### src/rtl/mem_arb_pkg.sv
// Shared definitions for the SRAM arbiter: FSM encoding, port indices and default sizes.
package mem_arb_pkg;

  localparam int DEF_WIDTH   = 32;
  localparam int DEF_SRAM_AW = 8;

  localparam logic PORT_CORE = 1'b0;
  localparam logic PORT_HOST = 1'b1;

  typedef enum logic [1:0] {
    IDLE   = 2'd0,
    ACCESS = 2'd1,
    RESP   = 2'd2
  } arb_state_t;

endpackage

### src/rtl/mem_arb_sel.sv
// Winner selection and last_owner tracking for the two-port SRAM arbiter.
// Tie policy: host priority by default, round-robin when MEM_ARB_RR_EN is defined.
module mem_arb_sel
  import mem_arb_pkg::*;
(
  input  logic clk,
  input  logic reset,
  input  logic req0,
  input  logic req1,
  input  logic upd,
  output logic winner
);

  logic last_owner;
  logic tie_winner;

`ifdef MEM_ARB_RR_EN
  assign tie_winner = ~last_owner;
`else
  assign tie_winner = PORT_HOST;
`endif

  // With no request the index is a don't-care; holding last_owner keeps it stable.
  always_comb begin
    winner = last_owner;
    if (req0 && req1) begin
      winner = tie_winner;
    end else if (req0) begin
      winner = PORT_CORE;
    end else if (req1) begin
      winner = PORT_HOST;
    end
  end

  always_ff @(posedge clk or posedge reset) begin
    if (reset) begin
      last_owner <= PORT_HOST;
    end else if (upd) begin
      last_owner <= winner;
    end
  end

endmodule

### src/rtl/mem_arbiter.sv
// Serialises core (port 0) and host (port 1) accesses onto the single-port SRAM.
// Build option MEM_ARB_RR_EN selects round-robin tie-breaking instead of host priority.
module mem_arbiter
  import mem_arb_pkg::*;
#(
  parameter int WIDTH   = DEF_WIDTH,
  parameter int SRAM_AW = DEF_SRAM_AW
) (
  input  logic               clk,
  input  logic               reset,
  input  logic               p0_req,
  input  logic               p0_we,
  input  logic [WIDTH-1:0]   p0_adr,
  input  logic [WIDTH-1:0]   p0_wdata,
  output logic               p0_gnt,
  output logic               p0_rvalid,
  output logic [WIDTH-1:0]   p0_rdata,
  input  logic               p1_req,
  input  logic               p1_we,
  input  logic [WIDTH-1:0]   p1_adr,
  input  logic [WIDTH-1:0]   p1_wdata,
  output logic               p1_gnt,
  output logic               p1_rvalid,
  output logic [WIDTH-1:0]   p1_rdata,
  output logic               sram_cs,
  output logic               sram_we,
  output logic [SRAM_AW-1:0] sram_adr,
  output logic [WIDTH-1:0]   sram_wdata,
  input  logic [WIDTH-1:0]   sram_rdata
);

  arb_state_t         state;
  logic               owner;
  logic               winner;
  logic               upd;
  logic               win_we;
  logic [SRAM_AW-1:0] win_wadr;
  logic [WIDTH-1:0]   win_wdata;

  // Byte-offset bits and bits above the SRAM range are deliberately dropped.
  logic unused_adr_bits;
  assign unused_adr_bits = ^{p0_adr[1:0], p0_adr[WIDTH-1:SRAM_AW+2],
                             p1_adr[1:0], p1_adr[WIDTH-1:SRAM_AW+2]};

  assign upd = (state == IDLE) && (p0_req || p1_req);

  mem_arb_sel u_sel (
    .clk    (clk),
    .reset  (reset),
    .req0   (p0_req),
    .req1   (p1_req),
    .upd    (upd),
    .winner (winner)
  );

  assign win_we    = (winner == PORT_HOST) ? p1_we                  : p0_we;
  assign win_wadr  = (winner == PORT_HOST) ? p1_adr[SRAM_AW+1:2]    : p0_adr[SRAM_AW+1:2];
  assign win_wdata = (winner == PORT_HOST) ? p1_wdata               : p0_wdata;

  assign p0_rdata = (owner == PORT_CORE) ? sram_rdata : '0;
  assign p1_rdata = (owner == PORT_HOST) ? sram_rdata : '0;

  always_ff @(posedge clk or posedge reset) begin
    if (reset) begin
      state      <= IDLE;
      owner      <= PORT_CORE;
      p0_gnt     <= 1'b0;
      p1_gnt     <= 1'b0;
      p0_rvalid  <= 1'b0;
      p1_rvalid  <= 1'b0;
      sram_cs    <= 1'b0;
      sram_we    <= 1'b0;
      sram_adr   <= '0;
      sram_wdata <= '0;
    end else begin
      p0_gnt    <= 1'b0;
      p1_gnt    <= 1'b0;
      p0_rvalid <= 1'b0;
      p1_rvalid <= 1'b0;
      case (state)
        IDLE: begin
          sram_cs <= 1'b0;
          sram_we <= 1'b0;
          if (p0_req || p1_req) begin
            owner      <= winner;
            sram_cs    <= 1'b1;
            sram_we    <= win_we;
            sram_adr   <= win_wadr;
            sram_wdata <= win_wdata;
            p0_gnt     <= (winner == PORT_CORE);
            p1_gnt     <= (winner == PORT_HOST);
            state      <= ACCESS;
          end
        end
        // SRAM samples the command at this edge; read data follows a cycle later.
        ACCESS: begin
          sram_cs <= 1'b0;
          sram_we <= 1'b0;
          state   <= sram_we ? IDLE : RESP;
        end
        RESP: begin
          p0_rvalid <= (owner == PORT_CORE);
          p1_rvalid <= (owner == PORT_HOST);
          state     <= IDLE;
        end
        default: begin
          sram_cs <= 1'b0;
          sram_we <= 1'b0;
          state   <= IDLE;
        end
      endcase
    end
  end

  a_one_gnt: assert property (@(posedge clk) disable iff (reset) !(p0_gnt && p1_gnt));
  a_one_rvalid: assert property (@(posedge clk) disable iff (reset) !(p0_rvalid && p1_rvalid));

endmodule

### config.mk
export PLATFORM = sky130hd
export DESIGN_NAME = mem_arbiter
export DESIGN_NICKNAME = d
export VERILOG_FILES = /design/src/rtl/mem_arb_pkg.sv /design/src/rtl/mem_arb_sel.sv /design/src/rtl/mem_arbiter.sv
export SDC_FILE = /design/constraint.sdc
export NUM_CORES = 1
export LEC_CHECK = 0
export BUFFER_PORTS_ARGS = -buffer_cell sky130_fd_sc_hd__buf_4
export CAP_MARGIN = 30
export CORE_AREA = 2 2 108 110
export CTS_CLUSTER_DIAMETER = 150
export DETAILED_ROUTE_END_ITERATION = 7
export DIE_AREA = 0 0 110 112
export PLACE_DENSITY = 0.59
export SLEW_MARGIN = 15
export SYNTH_ARGS = -nofsm -noshare
export SYNTH_HDL_FRONTEND = slang
export SYNTH_SLANG_ARGS = --single-unit
### constraint.sdc
create_clock -name clk -period 1.7 [get_ports clk]
set_clock_uncertainty 0.05 [all_clocks]
set_input_delay 0.085 -clock clk [delete_from_list [all_inputs] [get_ports clk]]
set_output_delay 0.085 -clock clk [all_outputs]
set_load 0.05 [all_outputs]
==> impl_metrics.sql <==
INSERT INTO impl_metrics (metric_group, metric, value, unit) VALUES
('status', 'status', 'complete, no violations', ''),
('sta', 'setup_tns', '0', 'ns'),
('die', 'initial_core_util', '0.2480', ''),
('layout', 'layout_common_cells', 'sky130_fd_sc_hd__buf_4 (237), sky130_fd_sc_hd__nor2b_1 (56), sky130_fd_sc_hd__dfrtp_1 (49), sky130_fd_sc_hd__a22oi_1 (38), sky130_fd_sc_hd__and2_1 (32)', ''),
('pwr', 'power.density', '2125', 'nW/um^2'),
('clock_tree', 'cts.clk_slew.worst_paths', '0.07', 'ns'),
('setup_path', 'cell_by_cell_trace_of_the_critical_path', 'or2_1 > buf_4 > a22oi_1 > o21ai_1', ''),
('clock_tree', 'postCtsSetupBuffers', '0', ''),
('yosys', 'synth.net_count', '451', ''),
('sta', 'finalSetupViolations', '0', ''),
('layout', 'sequential_cell_area', '1226', 'sq um'),
('sta', 'timing.fmax', '0.6649', 'GHz'),
('die', 'placementRows', '39', ''),
('clock_tree', 'clk_latency', '0.28', 'ns'),
('setup_path', 'biggest_fanout_along_the_worst_timing_path', '15', ''),
('route', 'wl_per_cell', '15.08', 'um'),
('yosys', 'mean_cell_area_of_the_mapped_netlist', '9.724', 'sq um'),
('sta', 'holdWs', '0.01095', 'ns'),
('setup_path', 'cp_num_buf_inv', '1', ''),
('run', 'maximum_capacitance_violations', '0', ''),
('sta', 'maxSlewHeadroom', '0.7707', ''),
('placement', 'replace_congestion', '0.7108', ''),
('setup_path', 'worstPathRequired', '1.81', 'ns'),
('sta', 'timing.final.ws_setup', '0.1960', 'ns'),
('route', 'drt_first_pass_iters', '4', ''),
('grt', 'grt_first_pass_wirelength', '15100', 'um'),
('yosys', 'synth.distinct_cells', '23', ''),
('placement', 'placement.io_buffers', '227', ''),
('route', 'post_route_wl', '9996', 'um'),
('setup_path', 'crit_path_start_kind', 'register', ''),
('layout', 'n_fill_cell', '1081', ''),
('grt', 'grt_max_degree', '68', ''),
('clock_tree', 'clock_tree.htree_level_count', '2', ''),
('route', 'post_drt_via_cell_ratio', '4.664', ''),
('layout', 'nets', '685', ''),
('hold_path', 'min_path_type', 'input port to register', ''),
('sta', 'final_period_util', '0.8847', ''),
('die', 'die_w', '110', 'um'),
('setup_path', 'worstSetupEndpointType', 'register', ''),
('clock_tree', 'tritoncts', 'yes', ''),
('grt', 'initial_antenna_violation_count', '0', ''),
('yosys', 'synth.cell_area', '2771', 'sq um'),
('route', 'count_of_vias_placed_by_the_detailed_router', '3092', ''),
('yosys', 'synthDominantCellAreaShare', '0.4424', ''),
('sta', 'timing_max_transition_violations_final', '0', ''),
('placement', 'post-dp-hpwl', '7472', 'um'),
('yosys', 'synth_top_cell_by_area', 'sky130_fd_sc_hd__dfrtp_1', ''),
('layout', 'utilization', '0.4405', ''),
('clock_tree', 'cts.root.buffer_cell', 'sky130_fd_sc_hd__clkbuf_16', ''),
('yosys', 'yosys_register_bits', '49', ''),
('die', 'die_footprint', '12320', 'sq um'),
('grt', 'first_global_vias', '3002', ''),
('yosys', 'ys.warnings.count', '0', ''),
('sta', 'rsz0062_at_grt', 'no', ''),
('setup_path', 'critical-path-top-delay-family', 'flip-flops', ''),
('pwr', 'leakage', '2.357', 'nW'),
('sta', 'worstMarginPinSlew', '0.3434', 'ns'),
('clock_tree', 'cts.path.max_buffers', '2', ''),
('layout', 'final_common_cell', 'sky130_fd_sc_hd__buf_4', ''),
('yosys', 'netlist_instances', '285', ''),
('sta', 'final-hold-violation-count', '0', ''),
('setup_path', 'crit_path_max_incr_delay', '0.50', 'ns'),
('pwr', 'vdd.ir_drop.worst', '1.084', 'mV'),
('route', 'detailedRoute.firstIterationViolations', '171', ''),
('layout', 'antenna_cells', '0', ''),
('sta', 'layout_min_cycle_time', '1.504', 'ns'),
('route', 'antenna_violating_nets_post_route', '0', ''),
('yosys', 'synth.top_cells.by_area', 'sky130_fd_sc_hd__dfrtp_1 (44%), sky130_fd_sc_hd__nor2b_1 (13%), sky130_fd_sc_hd__a22oi_1 (10%), sky130_fd_sc_hd__and2_1 (7.2%), sky130_fd_sc_hd__o2bb2ai_1 (6.0%)', ''),
('die', 'core_area', '11170', 'sq um'),
('layout', 'areaGrowthSynthToFinish', '77.61', '%'),
('clock_tree', 'cts_made_buffers', '5', '');
==> worst paths after layout <==
check	from	endpoint	slack (ns)	depth (start not counted)
max	state[1]	sram_wdata[11]	0.20	4
min	p1_wdata[12]	sram_wdata[12]	0.01	3
max reg2reg	state[1]	sram_wdata[11]	0.20	4
min reg2reg	sram_we	state[1]	0.41	1
max in group asynchronous	reset	sram_wdata[29]	0.71	4
min in group asynchronous	reset	sram_wdata[23]	0.26	3
==> repair_timing <==
item / 4_1_cts / 5_1_grt
hold buffers: 20 / 0
setup endpoints to repair: 0 / 0
hold endpoints to repair: 32 / 0
resized for setup: 0 / 0
==> power by group <==
| group | internal (mW) | total (mW) | switching, mW |
|---|---|---|---|
| Sequential | 1.73 | 2.14 | 0.414 |
| Combinational | 2.33 | 7.32 | 4.99 |
| Clock | 0.548 | 0.997 | 0.448 |
==> logic make-up (layout without fill, tap and decap cells) <==
kind of cell / Yosys count / in the layout / synth area share
AOI/OAI and AO/OA: 104 / 104 / 0.2650
buffers and inverters: 33 / 268 / 0.06682
DFF: 49 / 49 / 0.4424
and+or+nand+nor: 99 / 99 / 0.2257
==> per-stage QoR <==
stage | cells | instance area [sq um]
global placement | 635 | 4574
floorplan | 285 | 2771
detailed placement | 635 | 4574
global route | 663 | 4922
CTS | 663 | 4922
finish | 663 | 4922
==> routing by layer <==
metal | vias to the layer above | global-route usage | part of all wire
met4 | 0 | 0.03038 | 0.011
met5 | - | 0 | 0
met1 | 1427 | 0.1798 | 0.38
met3 | 10 | 0.03630 | 0.093
li1 | 1489 | - | -
met2 | 166 | 0.2875 | 0.52
==> flip-flops by register name, indices dropped and copies added (netlist names) <==
register    count
sram_wdata     32
sram_adr        8
state           2
owner           1
p0_gnt          1
p0_rvalid       1
p1_gnt          1
p1_rvalid       1
sram_cs         1
sram_we         1
==> worst min-delay path: stages <==
cell and delay, ns:
sky130_fd_sc_hd__buf_4 0.08, sky130_fd_sc_hd__a22oi_1 0.06, sky130_fd_sc_hd__o21ai_1 0.07
==> final cells by class <==
class                           instances  area share
Clock buffer                            5     0.02542
Clock inverter                          3    0.004575
Inverter                                2    0.001525
Multi-Input combinational cell        203      0.2768
Sequential cell                        49      0.2491
Tap cell                              143     0.03635
Timing Repair Buffer                  258      0.4062
==> cells in the mapped netlist, drive strengths merged <==
| master | n |
|---|---|
| a21o | 1 |
| and3b | 1 |
| nor2b | 56 |
| clkbuf | 11 |
| and2 | 32 |
| inv | 2 |
| a22oi | 40 |
| a221oi | 1 |
| buf | 20 |
| nor3 | 3 |
| nor2 | 2 |
| a31oi | 21 |
| or2 | 1 |
| nor3b | 3 |
| o21ai | 22 |
| dfrtp | 49 |
| o2bb2ai | 19 |
| nand2 | 1 |
No activity file was read; power rests on OpenSTA's default activity.
